**src/rtl/image_rx_pkg.sv**
```systemverilog
// Shared types and constants for the UART image-frame receiver.
package image_rx_pkg;

    typedef enum logic [1:0] {
        StIdle,
        StPayload,
        StCheck
    } rx_state_e;

    localparam logic [2:0] ErrNone     = 3'd0;
    localparam logic [2:0] ErrBadChar  = 3'd1;
    localparam logic [2:0] ErrChecksum = 3'd2;
    localparam logic [2:0] ErrTimeout  = 3'd3;
    localparam logic [2:0] ErrBreak    = 3'd4;
    localparam logic [2:0] ErrOverrun  = 3'd5;

    localparam logic [7:0] AsciiZero = 8'h30;
    localparam logic [7:0] AsciiOne  = 8'h31;
    localparam logic [7:0] AsciiCr   = 8'h0D;
    localparam logic [7:0] AsciiLf   = 8'h0A;

    function automatic logic is_ascii_pixel(input logic [7:0] b);
        return (b == AsciiZero) || (b == AsciiOne);
    endfunction

    function automatic logic is_ascii_skip(input logic [7:0] b);
        return (b == AsciiCr) || (b == AsciiLf);
    endfunction

endpackage

```
**src/rtl/uart_rx.sv**
```systemverilog
// 8N1-style UART receiver: mid-bit sampling, one-cycle valid pulse, break flag on an
// all-zero character whose stop bit is also low.
module uart_rx #(
    parameter int unsigned BIT_RATE     = 9600,
    parameter int unsigned CLK_HZ       = 100000000,
    parameter int unsigned PAYLOAD_BITS = 8
) (
    input  logic                    clk,
    input  logic                    resetn,
    input  logic                    uart_rxd,
    input  logic                    uart_rx_en,
    output logic                    uart_rx_break,
    output logic                    uart_rx_valid,
    output logic [PAYLOAD_BITS-1:0] uart_rx_data
);

    localparam int unsigned CycPerBit = CLK_HZ / BIT_RATE;
    localparam int unsigned CntW      = $clog2(CycPerBit);
    localparam int unsigned BitW      = $clog2(PAYLOAD_BITS);

    localparam logic [CntW-1:0] CntLast = CntW'(CycPerBit - 1);
    localparam logic [CntW-1:0] CntHalf = CntW'(CycPerBit / 2 - 1);
    localparam logic [BitW-1:0] BitLast = BitW'(PAYLOAD_BITS - 1);

    typedef enum logic [2:0] {
        RxIdle,
        RxStart,
        RxData,
        RxStop,
        RxWaitHigh
    } uart_state_e;

    uart_state_e             state_q;
    logic                    rxd_meta_q;
    logic                    rxd_q;
    logic [CntW-1:0]         cnt_q;
    logic [BitW-1:0]         bit_q;
    logic [PAYLOAD_BITS-1:0] data_q;

    assign uart_rx_data = data_q;

    always_ff @(posedge clk or negedge resetn) begin
        if (!resetn) begin
            state_q       <= RxIdle;
            rxd_meta_q    <= 1'b1;
            rxd_q         <= 1'b1;
            cnt_q         <= '0;
            bit_q         <= '0;
            data_q        <= '0;
            uart_rx_valid <= 1'b0;
            uart_rx_break <= 1'b0;
        end else begin
            rxd_meta_q    <= uart_rxd;
            rxd_q         <= rxd_meta_q;
            uart_rx_valid <= 1'b0;
            uart_rx_break <= 1'b0;
            case (state_q)
                RxIdle: begin
                    if (uart_rx_en && !rxd_q) begin
                        cnt_q   <= '0;
                        state_q <= RxStart;
                    end
                end
                RxStart: begin
                    // Re-check at mid start bit so glitches do not start a character.
                    if (cnt_q == CntHalf) begin
                        cnt_q   <= '0;
                        bit_q   <= '0;
                        state_q <= rxd_q ? RxIdle : RxData;
                    end else begin
                        cnt_q <= cnt_q + 1'b1;
                    end
                end
                RxData: begin
                    if (cnt_q == CntLast) begin
                        cnt_q  <= '0;
                        data_q <= {rxd_q, data_q[PAYLOAD_BITS-1:1]};
                        if (bit_q == BitLast) begin
                            state_q <= RxStop;
                        end else begin
                            bit_q <= bit_q + 1'b1;
                        end
                    end else begin
                        cnt_q <= cnt_q + 1'b1;
                    end
                end
                RxStop: begin
                    if (cnt_q == CntLast) begin
                        cnt_q <= '0;
                        if (rxd_q) begin
                            uart_rx_valid <= 1'b1;
                            state_q       <= RxIdle;
                        end else begin
                            // Framing error; only an all-zero character counts as break.
                            uart_rx_break <= (data_q == '0);
                            state_q       <= RxWaitHigh;
                        end
                    end else begin
                        cnt_q <= cnt_q + 1'b1;
                    end
                end
                RxWaitHigh: begin
                    if (rxd_q) begin
                        state_q <= RxIdle;
                    end
                end
                default: state_q <= RxIdle;
            endcase
        end
    end

endmodule

```
**src/rtl/image_frame_rx.sv**
```systemverilog
// Framed UART image receiver: SOF sync, XOR checksum, inter-byte timeout, ASCII or raw
// pixels, and a valid/ready output with overrun reporting.
module image_frame_rx
    import image_rx_pkg::*;
#(
    parameter int unsigned CLK_HZ      = 100000000,
    parameter int unsigned BIT_RATE    = 9600,
    parameter int unsigned PIXELS      = 121,
    parameter int unsigned PIX_W       = 1,
    parameter int unsigned MODE        = 0,
    parameter logic [7:0]  SOF         = 8'h53,
    parameter int unsigned TIMEOUT_CYC = CLK_HZ / BIT_RATE * 40
) (
    input  logic                      clk,
    input  logic                      rst,
    input  logic                      enable,
    input  logic                      uart_rxd,
    output logic [PIXELS*PIX_W-1:0]   frame_data,
    output logic                      frame_valid,
    input  logic                      frame_ready,
    output logic                      frame_err,
    output logic [2:0]                err_code,
    output logic                      busy
);

    localparam int unsigned FrameW = PIXELS * PIX_W;
    localparam int unsigned CntW   = $clog2(PIXELS + 1);
    localparam int unsigned GapW   = $clog2(TIMEOUT_CYC + 1);

    localparam logic [CntW-1:0] CntLast = CntW'(PIXELS - 1);
    localparam logic [GapW-1:0] GapLast = GapW'(TIMEOUT_CYC - 1);

    if ((MODE == 0 && PIX_W != 1) || PIX_W > 8 || PIX_W < 1 || MODE > 1) begin : g_bad_cfg
        $error("image_frame_rx: unsupported MODE/PIX_W combination");
    end

    logic       uart_resetn;
    logic       rx_valid;
    logic       rx_break;
    logic [7:0] rx_data;

    assign uart_resetn = !rst && enable;

    uart_rx #(
        .BIT_RATE    (BIT_RATE),
        .CLK_HZ      (CLK_HZ),
        .PAYLOAD_BITS(8)
    ) u_uart_rx (
        .clk          (clk),
        .resetn       (uart_resetn),
        .uart_rxd     (uart_rxd),
        .uart_rx_en   (1'b1),
        .uart_rx_break(rx_break),
        .uart_rx_valid(rx_valid),
        .uart_rx_data (rx_data)
    );

    rx_state_e         state_q;
    logic [CntW-1:0]   cnt_q;
    logic [GapW-1:0]   gap_q;
    logic [7:0]        csum_q;
    logic [FrameW-1:0] shadow_q;
    logic [FrameW-1:0] frame_data_q;
    logic              frame_valid_q;
    logic              frame_err_q;
    logic [2:0]        err_code_q;

    logic [PIX_W-1:0]  pix;
    logic              byte_skip;
    logic              byte_bad;

    always_comb begin
        pix       = rx_data[7 -: PIX_W];
        byte_skip = 1'b0;
        byte_bad  = 1'b0;
        if (MODE == 0) begin
            pix       = PIX_W'(rx_data[0]);
            byte_skip = is_ascii_skip(rx_data);
            byte_bad  = !byte_skip && !is_ascii_pixel(rx_data);
        end
    end

    assign frame_data  = frame_data_q;
    assign frame_valid = frame_valid_q;
    assign frame_err   = frame_err_q;
    assign err_code    = err_code_q;
    assign busy        = (state_q != StIdle);

    always_ff @(posedge clk or posedge rst) begin
        if (rst) begin
            state_q       <= StIdle;
            cnt_q         <= '0;
            gap_q         <= '0;
            csum_q        <= '0;
            shadow_q      <= '0;
            frame_data_q  <= '0;
            frame_valid_q <= 1'b0;
            frame_err_q   <= 1'b0;
            err_code_q    <= ErrNone;
        end else if (!enable) begin
            state_q       <= StIdle;
            cnt_q         <= '0;
            gap_q         <= '0;
            csum_q        <= '0;
            shadow_q      <= '0;
            frame_data_q  <= '0;
            frame_valid_q <= 1'b0;
            frame_err_q   <= 1'b0;
            err_code_q    <= ErrNone;
        end else begin
            frame_err_q <= 1'b0;
            if (frame_valid_q && frame_ready) begin
                frame_valid_q <= 1'b0;
            end
            if (state_q != StIdle) begin
                gap_q <= rx_valid ? '0 : gap_q + 1'b1;
            end

            case (state_q)
                StIdle: begin
                    if (rx_valid && rx_data == SOF) begin
                        cnt_q    <= '0;
                        csum_q   <= '0;
                        shadow_q <= '0;
                        gap_q    <= '0;
                        state_q  <= StPayload;
                    end
                end
                StPayload, StCheck: begin
                    if (rx_break) begin
                        err_code_q  <= ErrBreak;
                        frame_err_q <= 1'b1;
                        state_q     <= StIdle;
                    end else if (!rx_valid && gap_q == GapLast) begin
                        err_code_q  <= ErrTimeout;
                        frame_err_q <= 1'b1;
                        state_q     <= StIdle;
                    end else if (rx_valid && state_q == StPayload) begin
                        if (byte_bad) begin
                            err_code_q  <= ErrBadChar;
                            frame_err_q <= 1'b1;
                            state_q     <= StIdle;
                        end else if (!byte_skip) begin
                            csum_q                       <= csum_q ^ rx_data;
                            shadow_q[cnt_q*PIX_W +: PIX_W] <= pix;
                            if (cnt_q == CntLast) begin
                                state_q <= StCheck;
                            end else begin
                                cnt_q <= cnt_q + 1'b1;
                            end
                        end
                    end else if (rx_valid) begin
                        state_q <= StIdle;
                        if (rx_data != csum_q) begin
                            err_code_q  <= ErrChecksum;
                            frame_err_q <= 1'b1;
                        end else if (frame_valid_q && !frame_ready) begin
                            err_code_q  <= ErrOverrun;
                            frame_err_q <= 1'b1;
                        end else begin
                            // Overrides the handshake clear when a commit lands on it.
                            frame_data_q  <= shadow_q;
                            frame_valid_q <= 1'b1;
                        end
                    end
                end
                default: state_q <= StIdle;
            endcase
        end
    end

endmodule

```
**config.mk**
```make
export PLATFORM = sky130hd
export DESIGN_NAME = image_frame_rx
export DESIGN_NICKNAME = d
export VERILOG_FILES = /design/src/rtl/image_rx_pkg.sv /design/src/rtl/uart_rx.sv /design/src/rtl/image_frame_rx.sv
export SDC_FILE = /design/constraint.sdc
export NUM_CORES = 1
export LEC_CHECK = 0
export CAP_MARGIN = 10
export CORE_MARGIN = 2
export CORE_UTILIZATION = 30
export CTS_CLUSTER_DIAMETER = 60
export CTS_CLUSTER_SIZE = 16
export DETAILED_ROUTE_END_ITERATION = 8
export SETUP_SLACK_MARGIN = 0.02
export SLEW_MARGIN = 10
export SYNTH_ARGS = -nofsm -noshare
export SYNTH_HDL_FRONTEND = slang
export SYNTH_SLANG_ARGS = --single-unit
```
**constraint.sdc**
```tcl
create_clock -name clk -period 12.8 [get_ports clk]
set_input_delay 2.56 -clock clk [delete_from_list [all_inputs] [get_ports clk]]
set_output_delay 2.56 -clock clk [all_outputs]
set_load 0.02 [all_outputs]
```
Yosys cells after proc, flatten, opt, wreduce, memory -nomap -nowiden
Index checks and enable logic that the tools add are counted.

Register bits after elaboration: 315. Input bits: 5. Output and inout bits: 127. Word-level logic and storage cells: 200.

$add $sub $neg: 5. Eq/ne operators: 45. Shift operators: 2. Mux-type cells: 99. Bitwise gates (word level): 1. Reductions and logical operators: 31.

Operators with widths (number): 121-bit 2-to-1 mux (15); 121-bit one-hot mux with 2 select lines (1); 121-bit bitwise mux (1); 1-bit by 34-bit variable shift with 121-bit output (first input constant) (1); 1-bit by 34-bit indexed part select with 121-bit output (1); 19-bit 2-to-1 mux (5); 3-bit 2-to-1 mux (19); 7-bit 2-to-1 mux (8); 8-bit 2-to-1 mux (7); 14-bit 2-to-1 mux (3); 14-bit one-hot mux with 3 select lines (1); 7-bit negation with 34-bit output (1); 1-bit 2-to-1 mux (24); 3-bit != test (second input constant) (7); 2-bit 2-to-1 mux (10); 19-bit by 1-bit adder with 19-bit output (second input constant) (1); 19-bit == test (second input constant) (1); 8-bit by 4-bit == test with 1-bit output (second input constant) (2); 8-bit by 6-bit == test with 1-bit output (second input constant) (2); 8-bit one-hot mux with 2 select lines (1); 3-bit one-hot mux with 5 select lines (1); 14-bit by 1-bit adder with 14-bit output (second input constant) (1); 14-bit by 13-bit == test with 1-bit output (second input constant) (1); 14-bit == test (second input constant) (1); other kinds (36) (68).

Depth between registers and ports, before layout
Gate-level depths: netlist (run 1).

Depth in word-level cells: 10. Mapped depth: 14. Mapped depth without buffers: 11.

Cells and area by module
A second synthesis (run 1) with hierarchy kept.

Cells, all modules: 1265. Area total of the unflattened synthesis: 14552.7 sq um.

Modules (own cells, without submodules): image_frame_rx (instances 1, cells each 1106, area each 12897.4 sq um, sequential area each 7081.8 sq um); uart_rx (instances 1, cells each 159, area each 1655.3 sq um, sequential area each 803.3 sq um).

Least setup slack after synthesis (run 1)
Ideal clock, no wire load.

Path kind: input-to-reg. From: input port enable. To: register shadow_q[73]. Library setup time: 122 ps. Data arrival time: 3828 ps. Required time: 12678 ps. Path slack: 8850 ps. Cell stages on the path: 6. Buffers on the path: 3. Path through: clkbuf_1 -> a32oi_2 -> nand2_1 -> buf_2 -> clkbuf_1 -> a32o_1.

Cells in the longest elaborated chain, start to end: 2. Elaborated cells on any way between the ends: 9. Those cells by class: eq/ne (7); mux (1); reduce/logical (1).

Ends and longest elaborated chain: start, declared (RTL line image_frame_rx.sv:16) `input logic enable,`; 3-bit != test (no source line) or 3-bit by 1-bit != test with 1-bit output (tied branches); 7-bit AND reduction (no source line); end signal, assigned by index (RTL line image_frame_rx.sv:145) `shadow_q[cnt_q*PIX_W +: PIX_W] <= pix;`; end, declared (RTL line image_frame_rx.sv:62) `logic [FrameW-1:0] shadow_q;`.

Parallel ways exist; a longest one is shown, timed or not. A chain may end at the register's enable or synchronous reset.

Worst setup path after layout (run 1)
From: input port enable. To: register shadow_q[92].

Same word-level chain as after synthesis.

==> metrics.txt, run 1 <==
kind of critical path in2reg; share of the synthesized area in the top cell type 57.04%; grt ovf 0; Syn Std Cell Area 13,730 um^2; total power 2027 uW; hold buffer count at CTS 0; RSZ-0062 raised after global routing no; worst hold endpoint u_uart_rx.rxd_q; Async SR Flop Fraction 100.0%; antenna viol nets, final 0; Hold Path Depth 0; worst r2r path cells 6; VDD IR max 0.1145 mV; synth warn 0; DRC viols 0; TritonCTS Buffers 29; sequential area share after synthesis 57.43%; worst reg2reg setup slack 8.95 ns; number of fill cells 4,428; Final #Nets 1,345; critical path capture point type flop; all-layer global routing usage 15.86%; hold path start u_uart_rx.rxd_meta_q; wire per inst 19.36 um; Finished Core Util 36.37%; Worst EP arrival 6.08 ns; pwr dens 123.0 nW/um^2; drt first-iter violations 835; H-tree depth 1; initial antenna violation count 0; Startpoint Class primary input; largest cells by area after synthesis dfrtp_1 (57%), a22o_1 (7.8%), o211ai_1 (4.4%), o21ai_0 (3.5%), a32o_1 (3.2%); I/O pins 132; Layout Skew 0.02184 ns; required time worst endpoint 13.26 ns; Layout area overhead 19.96%; Post-CTS Setup Inserts 0; Synth area leader dfrtp_1; first-pass iteration count of the detailed router 5; Cells after Synth 1,230; routed via count 10.39k; Die ar. 47,500 um^2; drt total wl 37,650 um; first-pass GRT wire length 60,460 um; Final Hold Viols 0; most frequent cell after synthesis dfrtp_1; TNS Setup 0 ns; fin crit period 5.617 ns; Vias per Instance 5.341; clock sinks 315; Slew Limit Fails 0; Inserted Diodes 0; Placer Congestion 0.8836; clk buf depth 3; share of layout cells above drive strength 1 7.584%; MaxCap Viol Count 0; Tightest Hold Check Type reg2reg; ys flop type dfrtp_1; slew of the pin with the lowest slew margin 1.043 ns; Clk Latency, worst-skew pair 0.57 ns; Cell variety after synth 80; Initial Util 30.32%; Post-synth top cells dfrtp_1 (313), a22o_1 (122), nand2_1 (117); status finished clean; clock tree root driver cell clkbuf_16; Crit Reg-Reg Startpoint u_uart_rx.uart_rx_data[0]; largest net degree at the start of global routing 136; RR Endpoint shadow_q[114]; Detailed Place HPWL 25,860 um; synthesized flop and latch total 315; fmax 178.0 MHz; Avg Cell Area, Syn 11.16 um^2; Die Y 217.9 um; I/O Buffers 131; Slew HR 30.30%; Final period util 43.88%; largest fanout on the critical path 89; endpoints failing setup 0; total leakage power 0.006922 uW; chip width 217.9 um; Core ar. 45,280 um^2; clk slew on worst S/H paths 0.07 ns; row cnt 78; TritonCTS clock tree done; number of synthesized flops with an enable pin 0; Synth Net Count 1,246; vias in the first global route 10.42k; Post-CTS Resized 0
[kinds of logic after synthesis]
kind of cell,count (synthesis),synth area share [%]
AO/OA/AOI/OAI,405,22.38
AND/OR/NAND/NOR,365,13.19
flip-flops,315,57.43
buffers and inverters,87,2.807
XOR/XNOR,35,2.233
multiplexers,12,0.9568
adder cells (fa/ha/maj),11,1.002
[layout by cell type, fill, tap and decap left out, types with 7 or more instances in the layout]
master           netlist  layout
and3_1                13      12
nand2b_1              11      11
a32o_1                44      44
nor3_1                16      16
clkdlybuf4s50_1        0     131
xnor2_1               17      17
nand2_1              117     116
nor2_1                88      87
and2_1                12      12
clkbuf_16              0      29
nor4_1                 8       8
dfrtp_1              313     313
nand4_1               14      14
a21oi_1               14      13
o21ai_0               96      96
buf_4                  0       9
ha_1                  11      11
inv_6                  0       7
nand3_1               32      32
inv_1                 14      13
xor2_1                18      18
o211ai_1              80      80
mux2_2                 9       9
a22o_1               122     122
[where the power goes]
group | leakage, uW | total (uW) | switching (uW) | internal [uW]
combinational | 0.00210 | 179 | 143 | 35.5
clock | 0.000439 | 838 | 398 | 441
sequential | 0.00438 | 1010 | 7.47 | 1000
[worst max path at each step]
stage                 from           end  cells past startpoint
floorplan              rst      cnt_q[0]                      1
global placement    enable  shadow_q[40]                      8
detailed placement  enable  shadow_q[92]                      8
CTS                 enable  shadow_q[92]                      8
global route        enable  shadow_q[92]                      8
finish              enable  shadow_q[92]                      8
[worst max-delay path, cell delays in order]
cell	delay [ns]
clkdlybuf4s50_1	0.76
clkinv_1	0.46
nor2_1	0.35
a32oi_2	0.31
nand2_4	0.46
buf_4	0.75
o211ai_1	0.22
o41ai_1	0.12
[state kept, by name, summed over array words and instances, names as in the netlist, 7 cells and up]
| name | cells |
|---|---|
| frame_data | 121 |
| u_uart_rx.cnt_q | 14 |
| cnt_q | 7 |
| gap_q | 19 |
| shadow_q | 121 |
| csum_q | 8 |
| u_uart_rx.uart_rx_data | 8 |
[layer usage]
| metal | track usage (%) | wire, um | vias up |
|---|---|---|---|
| met3 | 2.413 | 1960 | 60 |
| li1 | - | - | 4822 |
| met2 | 25.95 | 17790 | 282 |
| met4 | 4.717 | 940 | 0 |
| met1 | 21.71 | 16960 | 5225 |
| met5 | 0 | 0 | - |
[stage by stage]
step	hold slack [ns]	setup WS (ns)	area (um^2)	cells
2_1_floorplan	0.3452	2.433	13730	1230
3_3_place_gp	0.3473	6.890	15570	1898
3_5_place_dp	0.3487	6.707	15570	1898
4_1_cts	0.3580	7.283	16470	1945
5_1_grt	0.3590	6.916	16470	1945
6_report	0.3568	7.183	16470	1945
[cell type report]
| cell class | instances | area, um^2 | area share, % |
|---|---|---|---|
| Multi-Input combinational cell | 828 | 5493 | 33.35 |
| Sequential cell | 315 | 7885 | 47.87 |
| Timing Repair Buffer | 140 | 1379 | 8.371 |
| Inverter | 15 | 63.81 | 0.3874 |
| Clock inverter | 14 | 128.9 | 0.7824 |
| Tap cell | 600 | 750.7 | 4.558 |
| Clock buffer | 33 | 770.7 | 4.679 |
Power figures use the tool's default switching activity.
==> run 2: changes to the inputs <==
Clock period 12.8 ns to 5.3 ns, I/O delays scaled along.
==> run 2 against run 1 <==
  * Via count increased by 1.3%
  * Count of clock-buffer cells in the layout decreased by 1
  * Total power increased by 140%
  * Combinational power increased to 2.5 times the previous value
  * Flip-flop and latch count unchanged
  * Critical endpoint is now shadow_q[65]
  * Die area unchanged
  * Largest cell class unchanged
  * Cell count increased by 0.31%
  * Sequential share of layout area decreased by 0.24 points
  * Design area increased by 0.49%
  * Register-to-register slack got worse by 7.3 ns
  * Largest power group unchanged
  * Routed wire length increased by 1.0%
==> metrics.txt, run 2 (synthesis gave the netlist of run 1 again) <==
status finished clean; Final #Nets 1,350 (+0.37%); Tightest Hold Check Type reg2reg; Layout area overhead 20.55%; total leakage power 0.006964 uW (+0.61%); post-route cell area 16,550 um^2 (+0.49%); worst r2r path cells 10 (+4); wire per inst 19.50 um (+0.71%); clk slew on worst S/H paths 0.07 ns (about the same); placed cell areas 15,630 um^2 (+0.38%); first-pass GRT wire length 59,830 um (-1.1%); vias in the first global route 10.39k (-0.23%); Placer Congestion 0.8720 (-1.3%); Post-CTS Resized 0 (unchanged); drt total wl 38,040 um (+1.0%); Detailed Place HPWL 26,170 um (+1.2%); DRC viols 0 (unchanged); Die ar. 47,500 um^2 (unchanged); largest fanout on the critical path 10 (-89%); VDD IR max 0.2712 mV (+140%); antenna viol nets, final 0 (unchanged); initial antenna violation count 0 (unchanged); routed via count 10.52k (+1.3%); share of layout cells above drive strength 1 7.920% (+0.34 points); MaxCap Viol Count 0 (unchanged); crit-path cells inv_1 > ha_1 > nand2b_1 > nor3_1 > ha_1 > nand2b_1 > nor3_1 > o211ai_1 > or2_2 > o21ai_0; Inserted Diodes 0 (unchanged); clk buf depth 3 (unchanged); grt ovf 0 (unchanged); RR Endpoint shadow_q[65]; Core ar. 45,280 um^2 (unchanged); wl on met1 16,930 um (-0.18%); Clk Latency, worst-skew pair 0.58 ns (about the same); RSZ-0062 raised after global routing no; commonest non-fill, non-tap cell in the layout dfrtp_1; critical path capture point type flop; fin crit period 3.691 ns; TritonCTS Buffers 29 (unchanged); worst reg2reg setup slack 1.61 ns (-7.34 ns); clock tree root driver cell clkbuf_16; clock sinks 315 (unchanged); CP max-delay cell nor3_1; Slew HR 33.51% (+3.2 points); endpoints failing setup 0 (unchanged); worst stage delay on the critical path 0.66 ns (-0.10 ns); Worst EP arrival 4.18 ns (-1.90 ns); most frequent cells in the layout dfrtp_1 (313), clkdlybuf4s50_1 (131), a22o_1 (122), nand2_1 (116), o21ai_0 (96); required time worst endpoint 5.79 ns (-7.47 ns); Met3 Wirelength 1943 um (-0.87%); Post-CTS Setup Inserts 0 (unchanged); Slew Limit Fails 0 (unchanged); all-layer global routing usage 15.76% (-0.10 points); row cnt 78 (unchanged); Final Hold Viols 0 (unchanged); routed wl met2 17,890 um (+0.58%); pwr dens 299.9 nW/um^2 (+140%); H-tree depth 1 (unchanged); Crit Reg-Reg Startpoint cnt_q[0]; Startpoint Class flop; TritonCTS clock tree done; slew of the pin with the lowest slew margin 0.9973 ns (-0.04594 ns); fmax 271.0 MHz; first-pass iteration count of the detailed router 5 (unchanged); hold path start u_uart_rx.rxd_meta_q; DR top layer met4; drt first-iter violations 1,039 (+24%); largest net degree at the start of global routing 171 (+26%); Die Y 217.9 um (unchanged); Initial Util 30.32% (unchanged); kind of critical path reg2reg; Vias per Instance 5.393 (+0.96%); Critical path origin cnt_q[0]; I/O pins 132 (unchanged); chip width 217.9 um (unchanged); Final period util 69.63%; Layout Skew 0.01651 ns (-0.005327 ns); TNS Setup 0 ns (unchanged); hold buffer count at CTS 0 (unchanged); Hold Path Depth 0 (unchanged); worst hold endpoint u_uart_rx.rxd_q; I/O Buffers 131 (unchanged)
## run 2: stage by stage
stage | instances | total power, uW | setup WS [ns] | hold slack, ns | utilization, %
2_1_floorplan | 1230 | 2806 | 0.4907 | 0.3452 | -
3_3_place_gp | 1903 | 2923 | 1.207 | 0.3498 | 34.52
3_5_place_dp | 1903 | 2931 | 1.079 | 0.3516 | 34.52
4_1_cts | 1951 | 5029 | 1.663 | 0.3611 | 36.55
5_1_grt | 1951 | 5173 | 1.409 | 0.3649 | 36.55
6_report | 1951 | 4964 | 1.609 | 0.3601 | 36.55
## run 2: cell type report
class / instances / area (um^2)
multi-input combinational: 828 / 5493
fill: 4499 / 28730
clock buffer: 32 / 747.0
sequential: 315 / 7885
tap: 600 / 750.7
clock inverter: 16 / 175.2
inverter: 15 / 60.06
timing repair buffer: 145 / 1441
## run 2: critical path: cells and delay by family, from the launching register on
family	cells	cell delay, ns
fa+ha+maj	2	0.56
compound gates	2	0.62
buf+inv	1	0.16
simple gates	5	1.70
flops	1	0.56
## run 2: per-layer routing
metal,up-vias,global-route usage [%]
met5,-,0
met4,0,5.420
met3,68,2.636
met2,294,25.85
met1,5321,21.06
li1,4838,-
## run 2: how the worst max path moves through the flow
stage / endpoint / cells after the start
6_report: shadow_q[65] / 10
5_1_grt: shadow_q[28] / 8
4_1_cts: shadow_q[65] / 10
3_5_place_dp: shadow_q[28] / 8
3_3_place_gp: shadow_q[52] / 8
2_1_floorplan: cnt_q[0] / 1
## run 2: power breakdown
group	leakage, uW	total, uW	internal [uW]	switching, uW
Clock	0.000453	2080	1090	984
Combinational	0.00213	448	97.2	350
Sequential	0.00438	2440	2420	19.1
==> run 3: changes to the inputs <==
Clock period 5.3 ns to 3.28 ns, I/O delays scaled along.
==> run 3 against run 2 <==
  * Count of clock-buffer cells in the layout is 3 higher
  * Via count barely moved
  * Combinational power increased by 69%
  * Hold slack lost 0.0030 ns
  * Cell count increased by 1.6%
  * Sequential power is 61% higher
  * Clock power grew 72%
  * Global-route usage rose by 0.44 points
  * Routed wire length grew 0.65%
  * Setup slack worse by 1.4 ns
  * Critical path depth down 6
  * Largest power group unchanged
  * Highest routed layer unchanged
==> metrics.txt, run 3 (synthesis gave the netlist of run 1 again) <==
crit-path cells inv_1 > ha_1 > inv_1 > clkdlybuf4s50_1; Vias per Instance 5.306 (-1.6%); TNS Setup 0 ns (unchanged); Final #Nets 1,378 (+2.1%); endpoints failing setup 0 (unchanged); I/O Buffers 131 (unchanged); worst reg2reg setup slack 0.30 ns (-1.31 ns); CP most frequent cell inv_1; Worst EP arrival 2.40 ns (-1.78 ns); TritonCTS clock tree done; total leakage power 0.007150 uW (+2.7%); total power 8277 uW (+67%); kind of critical path reg2out; Layout area overhead 23.01%; Slew HR 35.72% (+2.2 points); vias in the first global route 10.58k (+1.8%); Layout Skew 0.03053 ns (+0.01401 ns); grt ovf 0 (unchanged); Die ar. 47,500 um^2 (unchanged); critical path capture point type output port; Final period util 93.27%; Placer Congestion 0.8850 (+1.5%); all-layer global routing usage 16.20% (+0.44 points); Slew Limit Fails 0 (unchanged); I/O pins 132 (unchanged); Initial Util 30.32% (unchanged); largest fanout on the critical path 12 (+2); TritonCTS Buffers 31 (+6.9%); initial antenna violation count 0 (unchanged); Clk Latency, worst-skew pair 0.60 ns (+0.02 ns); slew of the pin with the lowest slew margin 0.9641 ns (-0.03314 ns); drt first-iter violations 998 (-3.9%); Core ar. 45,280 um^2 (unchanged); most frequent cells in the layout dfrtp_1 (313), clkdlybuf4s50_1 (131), a22o_1 (122), nand2_1 (116), o21ai_0 (96); Inserted Diodes 0 (unchanged); Post-CTS Setup Inserts 0 (unchanged); VDD IR max 0.4238 mV (+56%); Setup WS pre-CTS 0.3963 ns (-0.6823 ns); first-pass GRT wire length 61,610 um (+3.0%); hold buffer count at CTS 0 (unchanged); chip width 217.9 um (unchanged); pwr dens 490.1 nW/um^2 (+63%); commonest non-fill, non-tap cell in the layout dfrtp_1; wire per inst 19.32 um (-0.92%); fmax 326.9 MHz; clk slew on worst S/H paths 0.06 ns (about the same); clk buf depth 3 (unchanged); H-tree depth 1 (unchanged); status finished clean; DRC viols 0 (unchanged); largest net degree at the start of global routing 123 (-28%); worst stage delay on the critical path 0.60 ns (-0.06 ns); Final Hold Viols 0 (unchanged); row cnt 78 (unchanged); antenna viol nets, final 0 (unchanged); RSZ-0062 raised after global routing no; drt total wl 38,280 um (+0.65%); Post-CTS Resized 0 (unchanged); MaxCap Viol Count 0 (unchanged); Tightest Hold Check Type reg2reg; required time worst endpoint 2.62 ns (-3.17 ns); first-pass iteration count of the detailed router 6 (+1); fin crit period 3.059 ns; Startpoint Class flop; Detailed Place HPWL 26,460 um (+1.1%); Die Y 217.9 um (unchanged); CP max-delay cell clkdlybuf4s50_1; share of layout cells above drive strength 1 10.06% (+2.1 points); clock sinks 315 (unchanged); worst setup margin 0.2207 ns (-1.389 ns); clock tree root driver cell clkbuf_16; routed via count 10.52k (-0.048%)
==> run 3: cell types whose count changed in the layout (fill, tap and decap cells not counted) <==
| cell | delta |
|---|---|
| inv_6 | +4 |
| clkbuf_1 | -1 |
| inv_8 | -1 |
| buf_12 | +4 |
| buf_4 | +22 |
| clkbuf_16 | +2 |
| clkinv_2 | -1 |
| clkbuf_8 | +2 |
==> run 3: critical path: cells and delay by family, from the launching register on <==
family / cells / cell delay [ns]
DFF: 1 / 0.42
adders and majority gates: 1 / 0.46
buffers and inverters: 3 / 0.95
==> run 3: cell type report <==
cell class / instances / area, um^2
repair buffers: 171 / 1687
clock inverters: 18 / 193.9
flip-flops and latches: 315 / 7885
clock buffers: 35 / 820.8
multi-input cells: 828 / 5493
inverters: 15 / 60.06
well taps: 600 / 750.7
fillers: 4446 / 28390
==> run 3: path summary, 6_finish.rpt <==
| check | from | endpoint | cells past startpoint |
|---|---|---|---|
| min in group asynchronous | rst | u_uart_rx.uart_rx_data[3] | 3 |
| min | u_uart_rx.rxd_meta_q | u_uart_rx.rxd_q | 0 |
| max reg2reg | cnt_q[1] | shadow_q[12] | 10 |
| max | state_q[0] | busy | 4 |
| max in group asynchronous | enable | u_uart_rx.rxd_meta_q | 5 |
| min reg2reg | u_uart_rx.rxd_meta_q | u_uart_rx.rxd_q | 0 |
==> run 3: per-stage QoR <==
stage                     hold WS, ns  util, %  std cells  instance area (um^2)
final                          0.3572    37.30       1982                 16890
after global routing           0.3622    37.30       1982                 16890
after CTS                      0.3575    37.30       1982                 16890
after detailed placement       0.3481    35.06       1929                 15880
after global placement         0.3498    35.06       1929                 15880
after floorplan                0.3452        -       1230                 13730
==> run 3: power by group <==
group / internal (uW) / switching, uW / leakage (uW)
sequential: 3910 / 29.8 / 0.00438
combinational: 181 / 575 / 0.00227
clock: 1930 / 1650 / 0.000499
total: 6020 / 2260 / 0.00715
==> run 3: routing by layer <==
| layer | vias up | share of wire (%) | GRT usage, % |
|---|---|---|---|
| li1 | 4891 | - | - |
| met1 | 5244 | 44 | 21.92 |
| met2 | 317 | 48 | 26.69 |
| met3 | 64 | 5.3 | 2.762 |
| met4 | 0 | 2.8 | 4.580 |
| met5 | - | 0 | 0 |
